$ cat src/rtl/dijkstra_pkg.sv
// Shared types and constants for the Dijkstra accelerator memory-side blocks.
package dijkstra_pkg;

   typedef enum logic [1:0] {
      ARB_IDLE   = 2'd0,
      ARB_READER = 2'd1,
      ARB_WRITER = 2'd2
   } arb_state_t;

   // last_grant encoding: the port that most recently released the bus
   localparam logic PORT_R = 1'b0;
   localparam logic PORT_W = 1'b1;

   localparam int DEFAULT_MAX_BURST   = 16;
   localparam int DEFAULT_MADDR_WIDTH = 32;
   localparam int DEFAULT_MDATA_WIDTH = 32;

endpackage

$ cat src/rtl/mem_arb_rr_pick.sv
// Two-way round-robin chooser: a lone requester wins, a tie goes to the port
// that did not hold the bus last.
module mem_arb_rr_pick
   import dijkstra_pkg::*;
(
   input  logic r_req,
   input  logic w_req,
   input  logic last_grant,
   output logic pick_valid,
   output logic pick_port
);

   always_comb begin
      pick_valid = r_req | w_req;
      pick_port  = PORT_R;
      if (r_req && w_req) begin
         pick_port = ~last_grant;
      end else if (w_req) begin
         pick_port = PORT_W;
      end
   end

endmodule

$ cat src/rtl/mem_bus_arbiter.sv
// Shares the external memory bus between the edge cache (R) and the path
// writer (W), re-arbitrating only at transaction boundaries with a burst cap.
module mem_bus_arbiter
   import dijkstra_pkg::*;
#(
   parameter int MADDR_WIDTH = DEFAULT_MADDR_WIDTH,
   parameter int MDATA_WIDTH = DEFAULT_MDATA_WIDTH,
   parameter int MAX_BURST   = DEFAULT_MAX_BURST
) (
   input  logic                   clock,
   input  logic                   reset,
   input  logic                   r_req,
   input  logic                   r_read,
   input  logic [MADDR_WIDTH-1:0] r_addr,
   output logic                   r_grant,
   output logic                   r_read_ready,
   output logic                   r_wait_request,
   output logic [MDATA_WIDTH-1:0] r_read_data,
   input  logic                   w_req,
   input  logic                   w_write,
   input  logic [MADDR_WIDTH-1:0] w_addr,
   input  logic [MDATA_WIDTH-1:0] w_data,
   output logic                   w_grant,
   output logic                   w_write_ready,
   output logic                   w_wait_request,
   output logic                   mem_read_enable,
   output logic                   mem_write_enable,
   output logic [MADDR_WIDTH-1:0] mem_addr,
   output logic [MDATA_WIDTH-1:0] mem_write_data,
   input  logic [MDATA_WIDTH-1:0] mem_read_data,
   input  logic                   mem_read_ready,
   input  logic                   mem_write_ready,
   input  logic                   wait_request
);

   localparam int                BCW         = $clog2(MAX_BURST + 1);
   localparam logic [BCW-1:0]    BURST_LIMIT = BCW'(MAX_BURST);

   arb_state_t     state_q, state_d;
   logic           last_grant_q, last_grant_d;
   logic           outstanding_q, outstanding_d;
   logic [BCW-1:0] burst_cnt_q, burst_cnt_d;

   logic pick_valid;
   logic pick_port;
   logic owner_strobe;
   logic owner_ready;
   logic owner_req;
   logic other_req;
   logic release_ok;

   mem_arb_rr_pick u_rr_pick (
      .r_req      (r_req),
      .w_req      (w_req),
      .last_grant (last_grant_q),
      .pick_valid (pick_valid),
      .pick_port  (pick_port)
   );

   always_ff @(posedge clock or negedge reset) begin
      if (!reset) begin
         state_q       <= ARB_IDLE;
         last_grant_q  <= PORT_W;
         outstanding_q <= 1'b0;
         burst_cnt_q   <= '0;
      end else begin
         state_q       <= state_d;
         last_grant_q  <= last_grant_d;
         outstanding_q <= outstanding_d;
         burst_cnt_q   <= burst_cnt_d;
      end
   end

   always_comb begin
      owner_strobe = 1'b0;
      owner_ready  = 1'b0;
      owner_req    = 1'b0;
      other_req    = 1'b0;
      case (state_q)
         ARB_READER: begin
            owner_strobe = r_read;
            owner_ready  = mem_read_ready;
            owner_req    = r_req;
            other_req    = w_req;
         end
         ARB_WRITER: begin
            owner_strobe = w_write;
            owner_ready  = mem_write_ready;
            owner_req    = w_req;
            other_req    = r_req;
         end
         default: ;
      endcase

      // A completing response retires the access even if a strobe is accepted alongside it
      outstanding_d = outstanding_q;
      if (owner_ready) begin
         outstanding_d = 1'b0;
      end else if (owner_strobe && !wait_request) begin
         outstanding_d = 1'b1;
      end

      burst_cnt_d = burst_cnt_q;
      if (owner_ready && (burst_cnt_q != BURST_LIMIT)) begin
         burst_cnt_d = burst_cnt_q + BCW'(1);
      end

      release_ok = !outstanding_d && !owner_strobe &&
                   (!owner_req || ((burst_cnt_d == BURST_LIMIT) && other_req));

      state_d      = state_q;
      last_grant_d = last_grant_q;
      case (state_q)
         ARB_IDLE: begin
            if (pick_valid) begin
               state_d = (pick_port == PORT_R) ? ARB_READER : ARB_WRITER;
            end
         end
         ARB_READER: begin
            if (release_ok) begin
               last_grant_d = PORT_R;
               state_d      = w_req ? ARB_WRITER : ARB_IDLE;
            end
         end
         ARB_WRITER: begin
            if (release_ok) begin
               last_grant_d = PORT_W;
               state_d      = r_req ? ARB_READER : ARB_IDLE;
            end
         end
         default: state_d = ARB_IDLE;
      endcase

      if (state_d != state_q) begin
         burst_cnt_d = '0;
      end
   end

   // Forwarding is purely combinational from the registered owner
   always_comb begin
      r_grant          = (state_q == ARB_READER);
      w_grant          = (state_q == ARB_WRITER);
      mem_read_enable  = (state_q == ARB_READER) & r_read;
      mem_write_enable = (state_q == ARB_WRITER) & w_write;
      mem_addr         = '0;
      mem_write_data   = '0;
      if (state_q == ARB_READER) begin
         mem_addr = r_addr;
      end else if (state_q == ARB_WRITER) begin
         mem_addr       = w_addr;
         mem_write_data = w_data;
      end
      r_read_ready   = mem_read_ready & (state_q == ARB_READER);
      w_write_ready  = mem_write_ready & (state_q == ARB_WRITER);
      r_wait_request = (state_q == ARB_READER) ? wait_request : 1'b1;
      w_wait_request = (state_q == ARB_WRITER) ? wait_request : 1'b1;
      r_read_data    = mem_read_data;
   end

endmodule
$ cat config.mk
export PLATFORM = sky130hd
export DESIGN_NAME = mem_bus_arbiter
export DESIGN_NICKNAME = d
export VERILOG_FILES = /design/src/rtl/dijkstra_pkg.sv /design/src/rtl/mem_arb_rr_pick.sv /design/src/rtl/mem_bus_arbiter.sv
export SDC_FILE = /design/constraint.sdc
export NUM_CORES = 1
export LEC_CHECK = 0
export CAP_MARGIN = 40
export CORE_AREA = 2 2 93 95
export DETAILED_ROUTE_END_ITERATION = 10
export DIE_AREA = 0 0 95 97
export PLACE_DENSITY_LB_ADDON = 0.15
export SYNTH_ARGS = -nofsm -noshare
export SYNTH_HDL_FRONTEND = slang
export SYNTH_SLANG_ARGS = --single-unit
$ cat constraint.sdc
create_clock -name clock -period 4.8 [get_ports clock]
set_clock_uncertainty 0.1 [all_clocks]
set_input_delay 0.96 -clock clock [delete_from_list [all_inputs] [get_ports clock]]
set_output_delay 0.96 -clock clock [all_outputs]
set_load 0.02 [all_outputs]
# --- Word level (Yosys, flattened, before mapping) ---
# Cells that the tools add are included.
totals:
  regBits: 9
  output_inout_bits: 104
  elab_cells: 58
classes:
  add_sub_neg: 1
  n_eq_ne: 7
  n_mux: 26
  bitwise: 6
  reduce_logical: 14
ops:
  columns: ["operator", "n"]
  rows:
  - ["2-to-1 mux 32 bit", 4]
  - ["2-to-1 mux 2 bit", 5]
  - ["2-to-1 mux 5 bit", 2]
  - ["one-hot mux 1 bit (2 select lines)", 5]
  - ["2-to-1 mux 1 bit", 9]
  - ["logical AND 1 bit", 6]
  - ["one-hot mux 2 bit (3 select lines)", 1]
  - ["adder 5 x 1 -> 5 bit (second input constant)", 1]
  - ["== test 5 bit (second input constant)", 1]
  - ["inequality test 5 bit (second input constant)", 1]
  - ["AND 1 bit", 4]
  - ["zero test 1 bit", 4]
  - ["inequality test 2 x 1 -> 1 bit (second input constant)", 2]
  - ["AND reduction 3 bit", 1]
  - ["== test 2 x 1 -> 1 bit (second input constant)", 1]
  - ["== test 2 bit (second input constant)", 1]
  - ["zero test 2 bit", 1]
  - ["inequality test 2 bit", 1]
  - ["nonzero test 2 bit", 1]
  - ["logical OR 1 bit", 1]
  - ["NOT 1 bit", 1]
  - ["OR 1 bit", 1]

# --- Depth between registers and ports, before layout ---
depth:
  word_depth: 12
  mapped_depth: 8

# --- Modules after synthesis ---
# From an unflattened synthesis, not the netlist that was laid out.
unflattened:
  hier_cells: 224
  area_unflattened_um2: 1720.4
modules_own_cells:
  columns: ["mod", "instances", "cells_per_inst", "area_each_um2", "seq_area_each_um2"]
  rows:
  - ["mem_bus_arbiter", 1, 222, 1706.6, 226.5]
  - ["mem_arb_rr_pick", 1, 2, 13.8, 0.0]

# --- Least setup slack after synthesis ---
# No wires, ideal clock.
synth_timing:
  kind: "register to output"
  start: "register state_q[0]"
  end: "output port mem_addr[10]"
  arrival_time_ps: 1993
  required_time_ps: 3740
  slack_ps: 1747
  path_stages_with_launch: 8
  n_path_buf: 2
  cell_sequence: "dfrtp_1 -> inv_1 -> ha_1 -> buf_2 -> inv_1 -> nor2_1 -> clkbuf_1 -> a22o_1"
synth_via:
  elab_chain_len: 3
  word_cells_on_any_way: 4
synth_rtl:
  columns: ["element", "line", "text"]
  rows:
  - ["start, declared", "mem_bus_arbiter.sv:39", "arb_state_t state_q, state_d;"]
  - ["start signal, assigned", "mem_bus_arbiter.sv:67", "state_q <= state_d;"]
  - ["== test 2 bit", null, null]
  - ["named net w_grant", "mem_bus_arbiter.sv:23", "output logic w_grant,"]
  - ["2-to-1 mux 32 bit", "mem_bus_arbiter.sv:149", "end else if (state_q == ARB_WRITER) begin"]
  - ["2-to-1 mux 32 bit", "mem_bus_arbiter.sv:147", "if (state_q == ARB_READER) begin"]
  - ["end, declared", "mem_bus_arbiter.sv:28", "output logic [MADDR_WIDTH-1:0] mem_addr,"]
# The timed path passes the listed nets, and every way through them passes these cells.

# --- Final worst setup path ---
layout_timing:
  start: "register state_q[0]"
  end: "output port mem_addr[20]"
layout_via:
  elab_chain_len: 3
  word_cells_on_any_way: 4
layout_rtl:
  columns: ["element", "line"]
  rows:
  - ["== test 2 bit", "mem_bus_arbiter.sv:149"]
  - ["2-to-1 mux 32 bit", "mem_bus_arbiter.sv:149"]
  - ["2-to-1 mux 32 bit *", "mem_bus_arbiter.sv:147"]
# Mark *: on every way between the ends. The rest lies on a longest branch, timed or not.

==> metrics.txt <==
outcome complete, no violations; CTS sink cnt 9; most frequent cells in the layout clkdlybuf4s50_1 (176), and2_1 (37), a22o_1 (33), nand2_1 (13), inv_1 (9); global-route wire length before repair 12400 um; Max FO, Critical Path 32; Max H-tree Level 1; endpoints failing setup 0; Initial Utilization 22.1%; post-synthesis sequential area ratio 12.6%; gr usage total 17.2%; DR vias around 2300; placed insts 473; FF+latch count, synth 9; Post-Syn Nets between 300 and 400; sequential share of power 7.1%; Final period util 80.1%; fraction of layout cells with a size suffix above 1 4.84%; GRT overflow 0; RSZ-0062 raised after global routing no; die span in y 97 um; R2R Setup Slk about 1800 ps; Max-slew headroom 54.1%; clock transition at the registers of the reported paths 50 ps; max-slew violation count 0; sw frac 50.1%; Detail Placement HPWL 6740 um; CP arrival 2790 ps; initial antenna violation count 0; Critical Path RT between 3000 and 4000 ps; worst hold slack 458 ps; worst hold stages 2; most common cell after layout, fill and taps aside clkdlybuf4s50_1; DRT Wirelength 8300 um; R2R cell count 7; Crit Path Class flip-flop to output pin; Cell Area, Placed between 3000 and 4000 um2; mean routed wirelength per cell 17.4 um; Final #Nets 517; TritonCTS Buffers 3; residual DRC count 0; Final Instance Count excl. Fillers 477; Main synth FF type dfrtp_1; number of max-cap violations 0; CP endpoint kind output pin; drt first pass iters 4; min Tclk post-route 3850 ps; power density cells approximately 510 nW/um2; diodes inserted 0; TritonCTS clock tree done; fin area between 3000 and 4000 um2; switching power 882 uW; RR Startpoint state_q[0]; hold path endpoint outstanding_q; Pint just under 900 uW; later-pin clock latency in the skew report 240 ps; postcts setup bufs 0; synth unique cells between 40 and 50; Clk network pwr share 5.4%; Syn Area/Cell between 7 and 8 um2; Root Buffer clkbuf_8; yosys warns 0; post-route setup TNS 0 ps; Area growth syn-to-layout 92.8%; final hold vios 0; Hold Crit Class flip-flop to flip-flop; largest net degree at the start of global routing 33; vias in the first global route 2360; total power 1.76 mW; die extent in x 95 um; DR vias/cell around 4.8; Clock Tree Buf Depth 2; Comb power frac 87.5%; Final Worst Setup Slack 954 ps; RR Endpoint burst_cnt_q[4]; port bufs 176; post-route ant nets 0; Post-CTS Hold Fix Bufs 0; final core utilization 42.7%; GPL Wtd Cong 0.866; hold path start outstanding_q; P_leak 1.31 nW; Cells after Synth 234; die area approximately 9200 um2; Core Area 8130 um2; FFs w/ async S/R, synth 100%; startpoint types flip-flop; total I/O pin count 241; Worst-Margin Slew just under 700 ps; 1st-iter DRT viols roughly 110; mapped cell area 1800 um2; DP Worst Slack 1240 ps; post-CTS sizing 0; fmax 260 MHz; Worst VDD drop 181 uV; Post-synth EDFFs 0; Rows 33
## cells in the mapped netlist (2+ instances only)
cell,count,area [um2]
a211o_2,2,20.0
a21boi_0,2,15.0
a21oi_1,5,25.0
a22o_1,33,289
a22oi_1,2,15.0
and2_1,37,231
buf_2,2,10.0
buf_4,32,240
clkbuf_1,11,41.3
dfrtp_1,8,200
ha_1,7,87.6
inv_1,9,33.8
mux2i_1,5,50.1
nand2_1,13,48.8
nand3_1,7,35.0
nand3b_1,2,15.0
nand4_1,7,43.8
nor2_1,8,30.0
nor2b_1,2,12.5
nor3_1,4,20.0
o21a_1,2,15.0
o21ai_0,6,30.0
xnor2_1,3,26.3
## routing by layer
layer	track usage (%)	vias up	wire length (um)
met2	28.6	131	3910
li1	-	1100	-
met4	3.79	0	93
met5	0	-	0
met1	21.5	1035	3490
met3	5.14	14	804
## logic make-up after synthesis
kind of cell               Yosys count  share of synthesized area, %
AOI/OAI and AO/OA                   68                          32.0
xor gates and xnor gates             4                          1.95
adders and majority gates            7                          4.86
buffers and inverters               54                          18.1
DFF                                  9                          12.6
muxes                                6                          3.41
and+or+nand+nor                     86                          27.1
## power by group through the flow
| stage | logic [mW] | clock network (mW) | registers (mW) |
|---|---|---|---|
| after CTS | 1.55 | 0.0962 | 0.124 |
| after global placement | 1.55 | 0 | 0.126 |
| after detailed placement | 1.54 | 0 | 0.126 |
| after global routing | 1.65 | 0.103 | 0.129 |
| final | 1.54 | 0.0945 | 0.125 |
| after floorplan | 0.944 | 0 | 0.118 |
## flip-flops by register name, summed over array words and instances, names as in the netlist
register	cells
last_grant_q	1
state_q	2
burst_cnt_q	5
outstanding_q	1
## worst max-delay path, stage by stage (launching register included)
cell and delay [ps]:
dfrtp_1 450, inv_1 160, ha_1 480, inv_1 170, nor2_2 130, buf_4 330
a22o_1 210, clkdlybuf4s50_1 610
## area by class of cell
cell class,count,area [um2]
fill,794,4660
timing repair buffer,179,1780
multi-input combinational,171,1250
sequential,9,226
tap,105,131
clock buffer,4,45.0
inverter,9,33.8
## worst max-delay path by stage
| stage | depth (start not counted) | to | startpoint | slack, ps |
|---|---|---|---|---|
| after floorplan | 7 | mem_addr[10] | state_q[0] | 1750 |
| after global placement | 7 | mem_addr[20] | state_q[0] | 1250 |
| after detailed placement | 7 | mem_addr[20] | state_q[0] | 1240 |
| after CTS | 7 | mem_addr[20] | state_q[0] | 970 |
| after global routing | 7 | mem_addr[31] | state_q[0] | 740 |
| final | 7 | mem_addr[20] | state_q[0] | 950 |
Power figures use the tool's default switching activity.
